`src/rtl/mem_access_unit.sv`:
```
// mem_access_unit
// ---------------
// MEM-stage access controller sitting between the EX/MEM and MEM/WB pipeline
// registers. It drives a variable-latency data memory over a req/ack
// handshake, posts stores into a one-entry write buffer so they do not stall
// the pipeline, captures load data, flags misaligned or conflicting accesses
// and keeps a saturating count of stall cycles.
//
// Ports
//   clk_i          clock, all state changes on the rising edge
//   rst_i          asynchronous reset, active low
//   mem_read_i     load request from EX/MEM
//   mem_write_i    store request from EX/MEM
//   addr_i         byte address from EX/MEM
//   wdata_i        store data from EX/MEM
//   stall_o        freezes PC, IF/ID, ID/EX and EX/MEM while high
//   rdata_o        data of the last completed load
//   rdata_valid_o  one-cycle pulse in the cycle after a load completes
//   access_err_o   one-cycle pulse after an illegal access is rejected
//   mem_req_o      memory request
//   mem_we_o       1 = write, 0 = read (meaningful while mem_req_o is high)
//   mem_addr_o     memory address (0 while no request)
//   mem_wdata_o    memory write data (0 unless writing)
//   mem_ack_i      memory completion, only looked at while mem_req_o is high
//   mem_rdata_i    memory read data, valid with mem_ack_i on a read
//   stall_cnt_o    saturating count of cycles with stall_o high

module mem_access_unit #(
  parameter int CNT_W = 16
) (
  input  logic             clk_i,
  input  logic             rst_i,
  input  logic             mem_read_i,
  input  logic             mem_write_i,
  input  logic [31:0]      addr_i,
  input  logic [31:0]      wdata_i,
  output logic             stall_o,
  output logic [31:0]      rdata_o,
  output logic             rdata_valid_o,
  output logic             access_err_o,
  output logic             mem_req_o,
  output logic             mem_we_o,
  output logic [31:0]      mem_addr_o,
  output logic [31:0]      mem_wdata_o,
  input  logic             mem_ack_i,
  input  logic [31:0]      mem_rdata_i,
  output logic [CNT_W-1:0] stall_cnt_o
);

  typedef enum logic [1:0] {
    IDLE     = 2'd0,
    RD_WAIT  = 2'd1,
    RD_DONE  = 2'd2,
    WR_DRAIN = 2'd3
  } state_t;

  state_t           state_q, state_d;
  logic [31:0]      addr_q, addr_d;
  logic [31:0]      wdata_q, wdata_d;
  logic [31:0]      rdata_q, rdata_d;
  logic             err_q, err_d;
  logic [CNT_W-1:0] cnt_q;

  logic             any_req;
  logic             misaligned;
  logic             conflict;
  logic             illegal;

  // Request decode. An access is illegal when it is not word aligned or
  // when the instruction claims to be both a load and a store.
  assign any_req    = mem_read_i | mem_write_i;
  assign misaligned = (addr_i[1:0] != 2'b00);
  assign conflict   = mem_read_i & mem_write_i;
  assign illegal    = misaligned | conflict;

  // Next-state and output decode. New accesses are only taken in IDLE, so
  // a load still sitting in EX/MEM during RD_DONE is not accepted twice, and
  // anything arriving while the write buffer drains waits behind it.
  always_comb begin
    state_d       = state_q;
    addr_d        = addr_q;
    wdata_d       = wdata_q;
    rdata_d       = rdata_q;
    err_d         = 1'b0;
    stall_o       = 1'b0;
    mem_req_o     = 1'b0;
    mem_we_o      = 1'b0;
    rdata_valid_o = 1'b0;

    unique case (state_q)
      IDLE: begin
        if (any_req) begin
          if (illegal) begin
            err_d = 1'b1;
          end else if (mem_write_i) begin
            // Posted store: the buffer takes it and the pipeline moves on.
            addr_d  = addr_i;
            wdata_d = wdata_i;
            state_d = WR_DRAIN;
          end else begin
            stall_o = 1'b1;
            addr_d  = addr_i;
            state_d = RD_WAIT;
          end
        end
      end

      RD_WAIT: begin
        mem_req_o = 1'b1;
        stall_o   = 1'b1;
        if (mem_ack_i) begin
          rdata_d = mem_rdata_i;
          state_d = RD_DONE;
        end
      end

      RD_DONE: begin
        // The load leaves EX/MEM at this edge; the extra cycle also gives
        // the handshake its mandatory req-low gap.
        rdata_valid_o = 1'b1;
        state_d       = IDLE;
      end

      WR_DRAIN: begin
        mem_req_o = 1'b1;
        mem_we_o  = 1'b1;
        // Hold back any new access until the buffered store has landed so
        // that a following load can never overtake it.
        stall_o   = any_req;
        if (mem_ack_i) begin
          state_d = IDLE;
        end
      end

      default: begin
        state_d = IDLE;
      end
    endcase
  end

  // Address and data are only driven while they mean something, which keeps
  // the bus quiet between transactions.
  assign mem_addr_o    = mem_req_o ? addr_q  : 32'd0;
  assign mem_wdata_o   = mem_we_o  ? wdata_q : 32'd0;
  assign rdata_o       = rdata_q;
  assign access_err_o  = err_q;
  assign stall_cnt_o   = cnt_q;

  // State, captured address/data and the registered error pulse. Reset
  // drops straight back to IDLE, abandoning any memory transaction.
  always_ff @(posedge clk_i or negedge rst_i) begin
    if (!rst_i) begin
      state_q <= IDLE;
      addr_q  <= 32'd0;
      wdata_q <= 32'd0;
      rdata_q <= 32'd0;
      err_q   <= 1'b0;
    end else begin
      state_q <= state_d;
      addr_q  <= addr_d;
      wdata_q <= wdata_d;
      rdata_q <= rdata_d;
      err_q   <= err_d;
    end
  end

  // Stall-cycle counter; it sticks at all ones instead of wrapping.
  always_ff @(posedge clk_i or negedge rst_i) begin
    if (!rst_i) begin
      cnt_q <= '0;
    end else if (stall_o && (cnt_q != '1)) begin
      cnt_q <= cnt_q + CNT_W'(1);
    end
  end

endmodule
```
`config.mk`:
```
export PLATFORM = sky130hd
export DESIGN_NAME = mem_access_unit
export DESIGN_NICKNAME = d
export VERILOG_FILES = /design/src/rtl/mem_access_unit.sv
export SDC_FILE = /design/constraint.sdc
export NUM_CORES = 1
export LEC_CHECK = 0
export BUFFER_PORTS_ARGS = -buffer_cell sky130_fd_sc_hd__buf_4
export CAP_MARGIN = 25
export CORE_UTILIZATION = 30
export CTS_BUF_LIST = sky130_fd_sc_hd__clkbuf_16
export DETAILED_ROUTE_END_ITERATION = 6
export PLACE_DENSITY = 0.61
export SLEW_MARGIN = 15
export SYNTH_ARGS = -nofsm -noshare
export SYNTH_HDL_FRONTEND = slang
export SYNTH_SLANG_ARGS = --single-unit
```
`constraint.sdc`:
```
create_clock -name clk_i -period 2.26 [get_ports clk_i]
set_input_delay 0.452 -clock clk_i [delete_from_list [all_inputs] [get_ports clk_i]]
set_output_delay 0.452 -clock clk_i [all_outputs]
set_load 0.03 [all_outputs]
```
==> results.md <==
- Result of the run: finished, final reports clean
- Worst Hold Slack: 0.0969 ns
- Critical Path AT: 1.63 ns
- Adder and majority gate portion of the synthesized area: 0.00254
- Average cell area after synthesis: 13.5 sq um
- Post-synthesis to final-layout area growth: 49.6%
- Routed Wire Length: 12500 microns
- Number of CTS-inserted buffers: 17
- Highest Clock Rate: 0.480 GHz
- HPWL after detailed placement: 8770 microns
- Distinct cell type count of the synthesized netlist: 28
- Maximum resistive drop on vdd: 0.000775 V
- Vias post-DR: 3668
- WS Path Type: reg2out
- Y dimension of the die: 130 microns
- Gpl congestion: 0.763
- Initial Utilization: 0.309
- Pin count of the biggest net entering global routing: 116
- Wire per inst: 15.4 microns
- Max Slew Vio Count: 0
- RSZ-0062 raised after global routing: no
- Worst Setup End Kind: primary output
- Share of Yosys cell area claimed by the top area cell type: 0.584
- Count of boundary I/O pins: 218
- Largest family of logic cells by synthesized area: multiplexers
- Worst reg2reg setup slack: 0.30 ns
- Count of antenna diodes in the layout: 0
- Antenna Violating Nets Remaining: 0
- Hold Vio Cnt, Final: 0
- Number of placement rows: 46
- CTS tree: done
- Minimum clock period: 2.09 ns
- Worst-path fanout max: 19
- Avg Vias per Cell: 4.49
- Hold/Removal Path Class: in2async
- Worst R2R Path Depth: 4
- Clock network latency to the later pin of the worst-skew pair: 0.41 ns
- Post-layout worst setup margin: 0.175 ns
- Slew @ Worst Pin: 0.634 ns
- CTS clk-pin slew, worst paths: 0.05 ns
- Worst reg2reg startpoint: state_q[0]$_DFFE_PN0P_
- Vias in the first global route: 3839
- Detailed Routing Iterations Pass 1: 4
- Data required, critical path: 1.81 ns
- Leading cell type in the layout, fill and taps excluded: sky130_fd_sc_hd__buf_4
- Total power draw: 8.12 mW
- Overflow left after global routing: 0
- Post-Route Setup TNS: 0 ns
- Static leakage power: 3.71 nW
- Total standard cell area after synthesis: 4930 sq um
- Post-Synth Simple-Gate Area: 0.133
- Cell count after placement: 785
- Port Buf Inserts: 217
- Library cell occupying the most area in the post-synthesis netlist: sky130_fd_sc_hd__dfrtp_1
- Placement-stage cell area: 6810 sq um
- Worst Skew: 0.00914 ns
- Startpoint types: register
- Post-route cell area: 7370 sq um
- Die area: 16900 sq um
- Cell count after synthesis: 366
- Fraction of final layout cells sized beyond drive strength 1: 0.586
- Commonest cells after routing, fill and taps aside: sky130_fd_sc_hd__buf_4, sky130_fd_sc_hd__dfrtp_1, sky130_fd_sc_hd__mux2_2, sky130_fd_sc_hd__and2_1, sky130_fd_sc_hd__and3_1
- Leading post-synthesis cells by cell area: sky130_fd_sc_hd__dfrtp_1, sky130_fd_sc_hd__mux2_2, sky130_fd_sc_hd__and2_1
- Ratio of total power to cell area: 1100 nW/um^2
- Share of cell area taken by muxes after synthesis: 0.215
- Number of nets in the final layout: 690
- Final cell count without fillers: 817
- Global-route wire length before repair: 19500 microns
- Worst slack at placement: 0.173 ns
- Overall Global Routing Usage: 0.152
- Remaining design rule violation count: 0
- Number of buffers inserted by hold repair at cts: 0
- CORE AREA: 15900 sq um
- Number of violations reported at the end of detailed-routing iteration 0: 95
- Seq cells post-synth: 115
- Max Root-Sink Buffers: 2
- Number of failing setup endpoints in the final timing report: 0
- Number of warnings printed during yosys synthesis: 0
- Headroom to the max-slew limit: 0.578
- Num Clock Sinks: 115
- H-tree depth: 4
- Count of maximum capacitance violations: 0
- Portion of the post-synthesis area used by sequential elements: 0.584
- Buffer cell driving the clock tree root: sky130_fd_sc_hd__clkbuf_16
- Initial antenna violation count: 0
- Number of nets in the synthesized netlist: 468
- Chip width: 130 microns
- Period utilisation layout: 0.923
- Share of the core filled with cells: 0.462
- Xor-xnor portion of the synthesized cell area: 0.0302
- Share of the synthesized area in compound gates (AO/OA/AOI/OAI): 0.0165
- Critical register-to-register path endpoint: wdata_q[10]$_DFFE_PN0P_
==> per-layer routing <==
| metal | wire (microns) | global-route usage | part of all wire |
|---|---|---|---|
| met5 | 0 | 0 | 0 |
| met4 | 231 | 0.0691 | 0.018 |
| met3 | 938 | 0.0586 | 0.075 |
| met2 | 6060 | 0.244 | 0.48 |
| met1 | 5320 | 0.179 | 0.42 |
==> repair_timing <==
action                     CTS  global route
setup endpoints to repair    7             1
gates resized for setup      1             1
setup buffers                0             0
==> where the power goes <==
part | internal (mW) | leakage, nW | switching [mW]
registers | 2.74 | 1.40 | 0.387
clock network | 1.59 | 0.277 | 0.917
logic | 1.16 | 2.03 | 1.34
==> cell type report <==
type                            count  area, sq um
Clock inverter                     15          126
Timing Repair Buffer              225         1710
Tap cell                          216          270
Sequential cell                   115         2880
Clock buffer                       17          425
Multi-Input combinational cell    228         1960
Fill cell                        1475         8570
Inverter                            1         3.75
==> sequential cells by signal, indices dropped and copies added (netlist names) <==
name	cells
wdata_q	32
state_q	2
stall_cnt_o	16
rdata_o	32
addr_q	32
access_err_o	1
==> critical path: stages (launching register included) <==
cell                      delay [ns]
sky130_fd_sc_hd__dfrtp_1        0.58
sky130_fd_sc_hd__buf_4          0.29
sky130_fd_sc_hd__and3_1         0.19
sky130_fd_sc_hd__buf_4          0.16
==> logic make-up (layout without fill, tap and decap cells) <==
logic type | Yosys count | in the layout
AOI/OAI and AO/OA | 8 | 8
and+or+nand+nor | 108 | 108
buffers and inverters | 23 | 258
adders and majority gates | 1 | 1
xor gates and xnor gates | 17 | 17
muxes | 94 | 94
DFF | 115 | 115
==> worst max path at each step <==
stage | cells past startpoint | from | end | slack (ns)
CTS | 3 | state_q[0]$_DFFE_PN0P_ | mem_wdata_o[29] | 0.09
finish | 3 | state_q[1]$_DFFE_PN0P_ | mem_wdata_o[25] | 0.17
global route | 3 | state_q[1]$_DFFE_PN0P_ | mem_wdata_o[25] | 0.05
global placement | 6 | mem_write_i | stall_cnt_o[15]$_DFFE_PN0P_ | 0.19
floorplan | 5 | mem_write_i | stall_cnt_o[13]$_DFFE_PN0P_ | 0.25
detailed placement | 6 | mem_write_i | stall_cnt_o[9]$_DFFE_PN0P_ | 0.17
==> Yosys cell counts <==
library cell	number
sky130_fd_sc_hd__clkbuf_1	15
sky130_fd_sc_hd__o21ai_0	3
sky130_fd_sc_hd__and3_1	36
sky130_fd_sc_hd__ha_1	1
sky130_fd_sc_hd__nor4_1	1
sky130_fd_sc_hd__o31ai_4	1
sky130_fd_sc_hd__o31a_2	1
sky130_fd_sc_hd__and2_1	37
sky130_fd_sc_hd__nand3_1	5
sky130_fd_sc_hd__mux2_2	94
sky130_fd_sc_hd__nand4_1	5
sky130_fd_sc_hd__nor2_1	2
sky130_fd_sc_hd__nand2b_1	1
sky130_fd_sc_hd__nand2_1	12
sky130_fd_sc_hd__buf_2	5
sky130_fd_sc_hd__nand3b_1	2
sky130_fd_sc_hd__o22ai_1	1
sky130_fd_sc_hd__nor4_4	1
sky130_fd_sc_hd__buf_1	2
sky130_fd_sc_hd__nor2b_1	1
sky130_fd_sc_hd__inv_1	1
sky130_fd_sc_hd__or4b_4	1
sky130_fd_sc_hd__o211ai_4	1
sky130_fd_sc_hd__xor2_1	7
sky130_fd_sc_hd__a211oi_1	1
sky130_fd_sc_hd__nor3_1	4
sky130_fd_sc_hd__dfrtp_1	115
sky130_fd_sc_hd__xnor2_1	10
Power figures use the tool's default switching activity.
